`src/rtl/done_collector_pkg.sv`:
```
// Shared types and sizing for the start dispatcher / done collector pair.
package done_collector_pkg;

  localparam int unsigned DC_N    = 13;
  localparam int unsigned DC_ID_W = 4;

  typedef enum logic {
    ST_IDLE    = 1'b0,
    ST_PRESENT = 1'b1
  } dc_state_e;

endpackage

```
`src/rtl/done_prio_enc.sv`:
```
// Circular first-set search over the pending vector, starting at start_i.
module done_prio_enc
  import done_collector_pkg::*;
#(
  parameter int unsigned N    = DC_N,
  parameter int unsigned ID_W = DC_ID_W
) (
  input  logic [N-1:0]    req_i,
  input  logic [ID_W-1:0] start_i,
  output logic            found_o,
  output logic [ID_W-1:0] idx_o
);

  int unsigned     pos;
  logic [ID_W-1:0] cand;

  // Walk offsets from far to near so the nearest request is written last.
  always_comb begin
    found_o = 1'b0;
    idx_o   = '0;
    pos     = 0;
    cand    = '0;
    for (int unsigned k = N; k > 0; k--) begin
      pos = 32'(start_i) + k - 1;
      if (pos >= N) begin
        pos = pos - N;
      end
      cand = ID_W'(pos);
      if (req_i[cand]) begin
        found_o = 1'b1;
        idx_o   = cand;
      end
    end
  end

endmodule

```
`src/rtl/done_collector.sv`:
```
// Collects per-unit completions and presents them one at a time on a valid/ready port.
// DONE_COLLECTOR_RR_EN selects round-robin instead of lowest-index-first service.
module done_collector
  import done_collector_pkg::*;
#(
  parameter int unsigned N    = DC_N,
  parameter int unsigned ID_W = DC_ID_W
) (
  input  logic            MHz10,
  input  logic            nrst,
  input  logic [N-1:0]    start_in,
  input  logic [N-1:0]    done_in,
  input  logic            done_ready,
  output logic [N-1:0]    avail,
  output logic            done_valid,
  output logic [ID_W-1:0] done_id,
  output logic            err
);

  localparam logic [N-1:0] UNIT_ONE = N'(1);

  dc_state_e       state_q, state_d;
  logic [N-1:0]    busy_q, busy_d;
  logic [N-1:0]    pending_q, pending_d;
  logic [ID_W-1:0] done_id_q, done_id_d;
  logic            err_q, err_d;

  logic [N-1:0]    presented;
  logic [N-1:0]    start_ok;
  logic [N-1:0]    done_ok;
  logic [N-1:0]    grant_clr;
  logic            start_multi;
  logic            take;
  logic [ID_W-1:0] sel_start;
  logic            sel_found;
  logic [ID_W-1:0] sel_idx;

`ifdef DONE_COLLECTOR_RR_EN
  logic [ID_W-1:0] ptr_q, ptr_d;

  assign sel_start = (ptr_q == ID_W'(N - 1)) ? '0 : ptr_q + ID_W'(1);
  assign ptr_d     = take ? sel_idx : ptr_q;

  always_ff @(posedge MHz10 or negedge nrst) begin
    if (!nrst) begin
      ptr_q <= ID_W'(N - 1);
    end else begin
      ptr_q <= ptr_d;
    end
  end
`else
  assign sel_start = '0;
`endif

  done_prio_enc #(
    .N    (N),
    .ID_W (ID_W)
  ) u_prio (
    .req_i   (pending_q),
    .start_i (sel_start),
    .found_o (sel_found),
    .idx_o   (sel_idx)
  );

  assign done_valid = (state_q == ST_PRESENT);
  assign done_id    = done_id_q;
  assign err        = err_q;
  assign presented  = done_valid ? (UNIT_ONE << done_id_q) : '0;
  assign avail      = ~busy_q & ~pending_q & ~presented;

  // Illegal bits are dropped individually; a multi-hot start is dropped whole.
  assign start_multi = ($countones(start_in) > 1);
  assign start_ok    = start_multi ? '0 : (start_in & avail);
  assign done_ok     = done_in & busy_q;

  always_comb begin
    state_d   = state_q;
    done_id_d = done_id_q;
    grant_clr = '0;
    take      = sel_found && ((state_q == ST_IDLE) || done_ready);

    if (take) begin
      state_d   = ST_PRESENT;
      done_id_d = sel_idx;
      grant_clr = UNIT_ONE << sel_idx;
    end else if ((state_q == ST_PRESENT) && done_ready) begin
      state_d = ST_IDLE;
    end

    busy_d    = (busy_q & ~done_ok) | start_ok;
    pending_d = (pending_q | done_ok) & ~grant_clr;
    err_d     = err_q | start_multi | (|(start_in & ~avail)) | (|(done_in & ~busy_q));
  end

  always_ff @(posedge MHz10 or negedge nrst) begin
    if (!nrst) begin
      state_q   <= ST_IDLE;
      busy_q    <= '0;
      pending_q <= '0;
      done_id_q <= '0;
      err_q     <= 1'b0;
    end else begin
      state_q   <= state_d;
      busy_q    <= busy_d;
      pending_q <= pending_d;
      done_id_q <= done_id_d;
      err_q     <= err_d;
    end
  end

endmodule

```
`config.mk`:
```
export PLATFORM = sky130hd
export DESIGN_NAME = done_collector
export DESIGN_NICKNAME = d
export VERILOG_FILES = /design/src/rtl/done_collector_pkg.sv /design/src/rtl/done_prio_enc.sv /design/src/rtl/done_collector.sv
export SDC_FILE = /design/constraint.sdc
export NUM_CORES = 1
export LEC_CHECK = 0
export ABC_CLOCK_PERIOD_IN_PS = 3700
export CORE_ASPECT_RATIO = 0.6
export CORE_MARGIN = 1
export CORE_UTILIZATION = 30
export DETAILED_ROUTE_END_ITERATION = 10
export GPL_TIMING_DRIVEN = 0
export PLACE_DENSITY = 0.62
export SLEW_MARGIN = 20
export SYNTH_ARGS = -nofsm -noshare
export SYNTH_HDL_FRONTEND = slang
export SYNTH_SLANG_ARGS = --single-unit
```
`constraint.sdc`:
```
create_clock -name MHz10 -period 3.7 [get_ports MHz10]
set_input_delay 0.555 -clock MHz10 [delete_from_list [all_inputs] [get_ports MHz10]]
set_output_delay 0.555 -clock MHz10 [all_outputs]
set_load 0.01 [all_outputs]
```
==> results of run 1 <==
## synthesized netlist by cell type, types with 2 or more instances
| cell type | instances | share of area, % |
|---|---|---|
| nand2b_1 | 5 | 1.5 |
| and3_1 | 4 | 1.2 |
| a22o_1 | 2 | 0.86 |
| nand3_1 | 13 | 3.2 |
| a211oi_2 | 7 | 4.3 |
| a31oi_1 | 9 | 2.8 |
| o22a_1 | 3 | 1.3 |
| fa_1 | 8 | 7.9 |
| a22oi_1 | 4 | 1.5 |
| nor2_1 | 9 | 1.7 |
| o22ai_1 | 2 | 0.61 |
| ha_1 | 3 | 1.8 |
| a211oi_1 | 3 | 1.1 |
| inv_1 | 35 | 6.4 |
| a311oi_1 | 2 | 0.86 |
| o31a_1 | 2 | 0.86 |
| nor4_1 | 3 | 0.92 |
| nand2_1 | 9 | 1.7 |
| o21ai_0 | 22 | 5.4 |
| nor2b_1 | 6 | 1.8 |
| nor3b_1 | 2 | 0.74 |
| nor3_1 | 2 | 0.49 |
| clkbuf_1 | 3 | 0.55 |
| dfrtp_1 | 32 | 39 |
| a21oi_1 | 17 | 4.2 |
## per-stage QoR
step                      setup WS (ns)  instances  cell area (um2)  total power [mW]
after floorplan                  -0.643        224             2070              1.39
after detailed placement          -1.65        356             2660              1.93
after global routing             -0.878        401             3230              2.81
final                            -0.759        401             3230              2.66
after global placement            -1.61        355             2650              1.91
after CTS                        -0.816        400             3170              2.57
## worst paths after layout
kind | slack, ns | endpoint | from | depth (start not counted)
max | -0.76 | err$_DFF_PN0_ | start_in[5] | 13
min in group MHz10 | 0.53 | busy_q[1]$_DFF_PN0_ | start_in[1] | 3
min reg2reg | 0.56 | pending_q[12]$_DFF_PN0_ | pending_q[12]$_DFF_PN0_ | 1
max reg2reg | 1.35 | err$_DFF_PN0_ | busy_q[3]$_DFF_PN0_ | 5
min | 0.09 | err$_DFF_PN0_ | nrst | 1
max in group asynchronous | 3.24 | busy_q[10]$_DFF_PN0_ | nrst | 2
## timing repair
item / 4_1_cts / 5_1_grt
setup endpoints to repair: 14 / 14
pin swaps: 21 / 12
gates cloned: 1 / 0
gates resized for setup: 58 / 14
setup buffers: 35 / 3
endpoints found under the hold margin: 0 / 0
## state kept, by name, indices dropped and copies added, names as in the netlist
register    flops
busy_q         13
pending_q      13
done_id         4
done_valid      1
err             1
## per-layer routing
layer / track usage (%) / vias to the layer above
met5: 0 / -
met4: 5.07 / 0
met3: 6.50 / 10
met2: 31.3 / 82
met1: 33.1 / 1088
li1: - / 993
## critical path: cells and delay by family
family                     cells  cell delay (ns)
adders and majority gates      6             2.71
and+or+nand+nor                4             1.10
buffers and inverters          2             0.12
AOI/OAI and AO/OA              1             0.09
## cells by family (layout without fill, tap and decap cells)
logic type	after synthesis	count (layout)
compound gates	82	82
buf+inv	39	132
fa+ha+maj	11	11
flops	32	32
simple gates	60	60
## cells in the final DEF, fill, tap and decap left out, drive strengths merged, types with 4 or more instances in the layout
cell           count
buf               46
clkdlybuf4s50     40
inv               35
dfrtp             32
o21ai             23
a21oi             17
nand3             13
a211oi            11
nand2              9
nor2               9
a31oi              9
clkbuf             9
fa                 8
nor2b              7
nand2b             5
and3               4
a22oi              4
## power groups by stage
stage                     Sequential (mW)  Combinational [mW]  Clock [mW]
after floorplan                     0.614               0.771           0
after global placement              0.662                1.25           0
after detailed placement            0.660                1.27           0
after CTS                           0.658                1.44       0.469
after global routing                0.680                1.64       0.487
final                               0.665                1.52       0.467
## final cells by class
type	instances	share of cell area, %
well taps	84	3.25
clock buffers	6	3.99
plain buffers	4	1.12
flip-flops and latches	32	24.8
repair buffers	85	24.0
multi-input cells	153	37.3
clock inverters	2	1.08
inverters	35	4.45
==> flow_summary.json, run 1 <==
{
  "status": "finished, violations left",
  "violations": "setup timing",
  "async_flop_share_pct": 100,
  "die_w_um": 108,
  "hold_violations": 0,
  "p_seq_share_pct": 25.0,
  "via_per_inst": 5.42,
  "multi_input_area_um2": 1200,
  "fin_nets": 356,
  "p_per_area_nw_per_um2": 822,
  "synth-compound-area-share_pct": 27.9,
  "insertion_delay_ns": 0.28,
  "drv_slew": 0,
  "finalSetupTns_ns": -7.51,
  "final_layout_size_suffix_gt1_share_pct": 29.3,
  "synth-xor-area-share_pct": 0,
  "rsz0062_at_grt": "yes",
  "hold_ws_ns": 0.0862,
  "crit_path_top_delay_cell": "fa_1",
  "m1WireLength_mm": 3.74,
  "grt.total_usage_pct": 22.3,
  "crit_top_cell": "fa_1",
  "cp_data_arrival_time_ns": 4.60,
  "setup_slack_ns": -0.759,
  "regArea_um2": 801,
  "dp.final_hpwl_mm": 5.25,
  "vias": 2173,
  "clkTransAtPathRegs_ns": 0.05,
  "routabilityCongestion": 0.851,
  "intPower_mw": 1.51,
  "skew_ns": 0.00248,
  "synth_seq_cells": 32,
  "synthAdderAreaFrac_pct": 9.69,
  "period_needed_ns": 4.46,
  "grt_pass1_vias": 2203,
  "yosysUniqueCellTypes": 42,
  "grt_max_degree": 30,
  "wl_mm": 7.43,
  "num_antenna_cells": 0,
  "synth_area_um2": 2040,
  "finalCritPeriodShare_pct": 121,
  "clockPowerShare_pct": 17.6,
  "cts_hold_buffers": 0,
  "hp-class": "input port to async pin",
  "comb_power_share_pct": 57.4,
  "fp-row-count": 22,
  "synth_edf_count": 0,
  "synth_top_family_by_area": "compound AO/OA/AOI/OAI gates",
  "tightest_slew_ns": 0.871,
  "cts_sinks": 32,
  "ioPinCount": 48,
  "area_growth_pct": 58.5,
  "fin_util_pct": 51.0,
  "cp-start-kind": "input port",
  "critPathCaptureType": "flop",
  "synthMuxAreaShare_pct": 0,
  "synthFlopType": "dfrtp_1",
  "globalRouteOverflowTotal": 0,
  "detail_route.iter0.violations": 125,
  "switchingPower_mw": 1.15,
  "wl_met3_um": 515,
  "dr.pass1.iters": 5,
  "path_max_fanout": 2,
  "htree_levels": 2,
  "wl_met2_mm": 3.08,
  "cap_violations": 0,
  "core_um2": 6330,
  "path_class": "input port to flop",
  "initial_utilization_pct": 32.2,
  "cts_inserted_buffers": 5,
  "swShare_pct": 43.1,
  "antenna_found_initial": 0,
  "grt_pass1_wl_mm": 11.7,
  "setup_viol_count_final": 14,
  "cellLeakagePower_nw": 1.36,
  "critPathMaxStageDelay_ns": 0.58,
  "crit_required_ns": 3.84,
  "path_cells": "buf_8, inv_8, fa_1, fa_1, fa_1, fa_1, fa_2, fa_2, nor2_2, a31oi_2, nor3b_2, nand4_1, or4_4",
  "slew_headroom_pct": 40.4,
  "synthCells": 224,
  "clockRootBuffer": "clkbuf_16",
  "yosys_warnings": 0,
  "top_layer_used": "met4",
  "die_h_um": 65.9,
  "ir_drop_mv": 0.295,
  "maxClockFrequency_mhz": 224,
  "synth_simple_gate_area_share_pct": 16.0,
  "drt-wirelength-per-cell_um": 18.5,
  "synth.net_count": 264,
  "dieArea_um2": 7140,
  "synth_seq_area_share_pct": 39.3,
  "cts_tree": "built",
  "nFillCells": 569,
  "clk_path_buf_depth": 2,
  "post-route-drc-count": 0,
  "port_buffers": 47,
  "ant_nets": 0,
  "syn_area_per_cell_um2": 9.10
}
Power figures use the tool's default switching activity.
==> run 2, diff against run 1 <==
Settings changed: CTS_BUF_LIST set to sky130_fd_sc_hd__clkbuf_4, CTS_CLUSTER_SIZE set to 8.
==> run 2 against run 1 <==
The run still ends with setup timing left. Global-route usage fell by 0.11 points. Sequential share of layout area up 0.58 points. Largest cell class unchanged. Core utilization shrank 1.2 points. Critical path depth unchanged. Combinational power about the same. Die area unchanged.
==> flow_summary.json, run 2 (synthesis gave the netlist of run 1 again) <==
{
  "total_power_mw": 2.46,
  "cellLeakagePower_nw": 1.33,
  "grt_max_degree": 30,
  "path_class": "input port to flop",
  "cts_sinks": 32,
  "slew_headroom_pct": 41.9,
  "drv_slew": 0,
  "grt_use_met1_pct": 32.9,
  "routabilityCongestion": 0.851,
  "antenna_found_initial": 0,
  "grtUsageMet2_pct": 30.3,
  "crit_required_ns": 3.91,
  "htree_levels": 2,
  "cp_data_arrival_time_ns": 4.60,
  "final_cell_area_um2": 3160,
  "area_growth_pct": 54.8,
  "path_max_fanout": 2,
  "crit_end": "err$_DFF_PN0_",
  "insertion_delay_ns": 0.34,
  "finalSetupTns_ns": -6.50,
  "p_seq_share_pct": 26.9,
  "grt.total_usage_pct": 22.2,
  "final_layout_size_suffix_gt1_share_pct": 29.6,
  "cts_tree": "built",
  "grt_pass1_wl_mm": 11.6,
  "ioPinCount": 48,
  "clockPowerShare_pct": 11.3,
  "cp-start-kind": "input port",
  "rsz0062_at_grt": "yes",
  "grt_pass1_vias": 2198,
  "hp-class": "input port to flop",
  "maxClockFrequency_mhz": 228,
  "dp.final_hpwl_mm": 5.25,
  "p_per_area_nw_per_um2": 778,
  "num_antenna_cells": 0,
  "reg2reg_depth": 5,
  "fin_nets": 357,
  "core_um2": 6330,
  "setup_viol_count_final": 14,
  "r2r_slack_ns": 1.32,
  "hold_violations": 0,
  "intPower_mw": 1.34,
  "r2r-end": "err$_DFF_PN0_",
  "timing.rr.start": "done_valid$_DFFE_PN0P_",
  "cts_inserted_buffers": 5,
  "post-route-drc-count": 0,
  "globalRouteOverflowTotal": 0,
  "dpl-instance-area_um2": 2660,
  "dr.pass1.iters": 5,
  "hold_depth": 3,
  "wl_mm": 7.29,
  "initial_utilization_pct": 32.2,
  "dieArea_um2": 7140,
  "status": "finished, violations left",
  "port_buffers": 47,
  "final_cell_mix": "clkdlybuf4s50_1, buf_4, dfrtp_1, inv_1, a21oi_1",
  "crit_start": "start_in[5]",
  "critPathCaptureType": "flop",
  "detail_route.iter0.violations": 176,
  "clk_path_buf_depth": 2,
  "finalCritPeriodShare_pct": 119,
  "vias": 2197,
  "tightest_slew_ns": 0.849,
  "die_h_um": 65.9,
  "switchingPower_mw": 1.12,
  "fp-row-count": 22,
  "skew_ns": 0.0120,
  "met3_usage_pct": 6.11,
  "comb_power_share_pct": 61.8,
  "clockRootBuffer": "clkbuf_4",
  "via_per_inst": 5.47,
  "die_w_um": 108,
  "cap_violations": 0,
  "drt-wirelength-per-cell_um": 18.1,
  "nFillCells": 563,
  "violations": "setup timing",
  "clkTransAtPathRegs_ns": 0.11,
  "swShare_pct": 45.4,
  "layout_commonest_cell": "clkdlybuf4s50_1",
  "grt-busiest-layer": "met1",
  "ir_drop_mv": 0.289,
  "ant_nets": 0,
  "setup_slack_ns": -0.694,
  "period_needed_ns": 4.39
}
run 2: cell count changes in the layout (fill, tap and decap cells not counted):
| cell | change |
|---|---|
| dlygate4sd3_1 | +1 |
| clkbuf_1 | -1 |
| clkbuf_4 | +6 |
| clkbuf_16 | -5 |
run 2: timing repair:
action,in CTS,in global routing
setup endpoints to repair,14,14
resized for setup,58,14
hold buffers,0,1
cloned,1,0
hold endpoints to repair,0,3
buffers inserted,35,3
pin swaps,21,12
run 2: worst min-delay path by stage:
stage                               to                    start  slack, ns
6_report           busy_q[1]$_DFF_PN0_              start_in[1]       0.46
5_1_grt            busy_q[3]$_DFF_PN0_              start_in[3]       0.45
4_1_cts                  err$_DFF_PN0_                     nrst       0.01
3_5_place_dp             err$_DFF_PN0_                     nrst       0.38
3_3_place_gp   pending_q[12]$_DFF_PN0_  pending_q[12]$_DFF_PN0_       0.54
2_1_floorplan      busy_q[0]$_DFF_PN0_                     nrst       0.26
run 2: per-layer routing:
layer | up-vias | share of wire, %
li1 | 998 | -
met1 | 1077 | 49
met2 | 110 | 41
met3 | 12 | 8.8
met4 | 0 | 1.4
met5 | - | 0
run 2: per-stage QoR:
step / hold slack (ns) / cells / worst slack (ns) / utilization [%]
floorplan: 0.259 / 224 / -0.643 / -
global placement: 0.543 / 355 / -1.61 / 41.8
detailed placement: 0.377 / 356 / -1.65 / 42.0
CTS: 0.0132 / 400 / -0.745 / 48.8
global route: 0.449 / 402 / -0.794 / 49.9
finish: 0.457 / 402 / -0.694 / 49.9
run 2: final cells by class:
cell class | count | area [um2] | share of cell area, %
tap | 84 | 105 | 3.33
inverter | 35 | 144 | 4.56
clock inverter | 2 | 35.0 | 1.11
timing repair buffer | 86 | 787 | 24.9
clock buffer | 6 | 45.0 | 1.43
multi-input combinational | 153 | 1200 | 38.2
sequential | 32 | 801 | 25.4
buffer | 4 | 36.3 | 1.15
run 2: power groups by stage:
stage / combinational [mW] / sequential, mW / clock, mW
finish: 1.52 / 0.661 / 0.279
global route: 1.64 / 0.679 / 0.293
CTS: 1.44 / 0.656 / 0.278
detailed placement: 1.27 / 0.660 / 0
global placement: 1.25 / 0.662 / 0
floorplan: 0.771 / 0.614 / 0
run 2: critical path, stage by stage:
cell     delay [ns]
buf_8          0.09
inv_8          0.03
fa_1           0.58
fa_1           0.44
fa_1           0.51
fa_1           0.43
fa_2           0.38
fa_2           0.37
nor2_2         0.10
a31oi_2        0.09
nor3b_2        0.32
nand4_1        0.13
or4_4          0.56
==> run 3, diff against run 2 <==
Settings changed: SLEW_MARGIN 20 to not set.
==> run 3 against run 2 <==
The flow still finishes with violations (setup timing). Clock skew barely moved. Critical path depth did not move. Non-clock buffer count fell by 13. Sequential cell count did not move. Combinational power barely moved. Sequential share of layout area rose by 1.0 points. Critical endpoint unchanged. Largest power group unchanged.
==> flow_summary.json, run 3 (synthesis gave the netlist of run 1 again) <==
{
  "status": "finished, violations left",
  "violations": "setup timing",
  "ant_nets": 0,
  "clkTransAtPathRegs_ns": 0.11,
  "wl_mm": 6.90,
  "drv_slew": 0,
  "final_cell_mix": "clkdlybuf4s50_1, dfrtp_1, inv_1, buf_4, a21oi_1",
  "cp-start-kind": "input port",
  "vias": 2049,
  "final_cell_area_um2": 3040,
  "dp.final_hpwl_mm": 5.20,
  "core_um2": 6330,
  "grt_pass1_vias": 2118,
  "routabilityCongestion": 0.851,
  "period_needed_ns": 4.37,
  "initial_utilization_pct": 32.2,
  "htree_levels": 2,
  "path_max_fanout": 2,
  "detail_route.iter0.violations": 151,
  "hold_violations": 0,
  "die_h_um": 65.9,
  "tightest_slew_ns": 0.750,
  "cellLeakagePower_nw": 1.26,
  "critPathCaptureType": "flop",
  "hp-class": "input port to async pin",
  "layout.cells.non_filler": 389,
  "area_growth_pct": 48.9,
  "finalSetupTns_ns": -6.28,
  "clockRootBuffer": "clkbuf_4",
  "clk_path_buf_depth": 2,
  "slew_headroom_pct": 48.7,
  "dp_cells": 355,
  "fp-row-count": 22,
  "skew_ns": 0.0123,
  "p_per_area_nw_per_um2": 799,
  "setup_slack_ns": -0.672,
  "insertion_delay_ns": 0.34,
  "grt_max_degree": 33,
  "timing.rr.start": "done_valid$_DFFE_PN0P_",
  "cts_inserted_buffers": 5,
  "cts_tree": "built",
  "reg2reg_depth": 5,
  "setup_viol_count_final": 14,
  "dpl-instance-area_um2": 2640,
  "ir_drop_mv": 0.291,
  "maxClockFrequency_mhz": 229,
  "port_buffers": 47,
  "path_class": "input port to flop",
  "total_power_mw": 2.42,
  "die_w_um": 108,
  "r2r_slack_ns": 1.40,
  "fin_util_pct": 48.0,
  "via_per_inst": 5.27,
  "dr.pass1.iters": 4,
  "globalRouteOverflowTotal": 0,
  "cts_sinks": 32,
  "num_antenna_cells": 0,
  "drt-wirelength-per-cell_um": 17.7,
  "post-route-drc-count": 0,
  "cts_hold_buffers": 0,
  "r2r-end": "err$_DFF_PN0_",
  "finalCritPeriodShare_pct": 118,
  "crit_required_ns": 3.90,
  "cap_violations": 0,
  "grt.total_usage_pct": 21.6,
  "hold_ws_ns": 0.261,
  "fin_nets": 344,
  "final_layout_size_suffix_gt1_share_pct": 26.2,
  "antenna_found_initial": 0,
  "dieArea_um2": 7140,
  "cp_data_arrival_time_ns": 4.57,
  "grt_pass1_wl_mm": 11.3,
  "layout_commonest_cell": "clkdlybuf4s50_1",
  "post-place-ws_ns": -1.65,
  "ioPinCount": 48,
  "rsz0062_at_grt": "yes"
}
-- run 3: cell type report --
cell class / count / area (um2)
Fill cell: 596 / 3290
Multi-Input combinational cell: 153 / 1200
Sequential cell: 32 / 801
Timing Repair Buffer: 73 / 671
Inverter: 35 / 141
Tap cell: 84 / 105
Clock buffer: 6 / 45.0
Buffer: 4 / 36.3
Clock inverter: 2 / 35.0
-- run 3: report_power, final --
| group | total, mW | switching (mW) | internal (mW) |
|---|---|---|---|
| clock network | 0.274 | 0.125 | 0.149 |
| registers | 0.662 | 0.180 | 0.482 |
| logic | 1.49 | 0.794 | 0.695 |
-- run 3: per-layer routing --
layer	part of all wire [%]	global-route usage [%]	wire, um
met5	0	0	0
met4	0.42	4.90	29
met3	8.3	5.81	575
met2	40	29.0	2770
met1	51	33.3	3530
-- run 3: worst max-delay path by stage --
stage / startpoint / endpoint / slack, ns / cells after the start
floorplan: start_in[5] / err$_DFF_PN0_ / -0.64 / 12
global placement: start_in[5] / err$_DFF_PN0_ / -1.61 / 13
detailed placement: start_in[5] / err$_DFF_PN0_ / -1.65 / 13
CTS: start_in[7] / err$_DFF_PN0_ / -0.74 / 13
global route: start_in[5] / err$_DFF_PN0_ / -0.74 / 13
finish: start_in[5] / err$_DFF_PN0_ / -0.67 / 13
-- run 3: critical path: stages --
cell and delay [ns]:
buf_8 0.09, inv_8 0.03, fa_1 0.58, fa_1 0.45, fa_1 0.50, fa_1 0.43, fa_2 0.38, fa_2 0.36
nor2_2 0.10, a31oi_2 0.09, nor3b_2 0.31, nand4_1 0.13, or4_4 0.56
-- run 3: what timing repair did --
item	CTS	global route
endpoints found under the setup margin	14	14
pin swaps	21	11
setup buffers	23	2
gates resized for setup	58	10
cloned	1	0
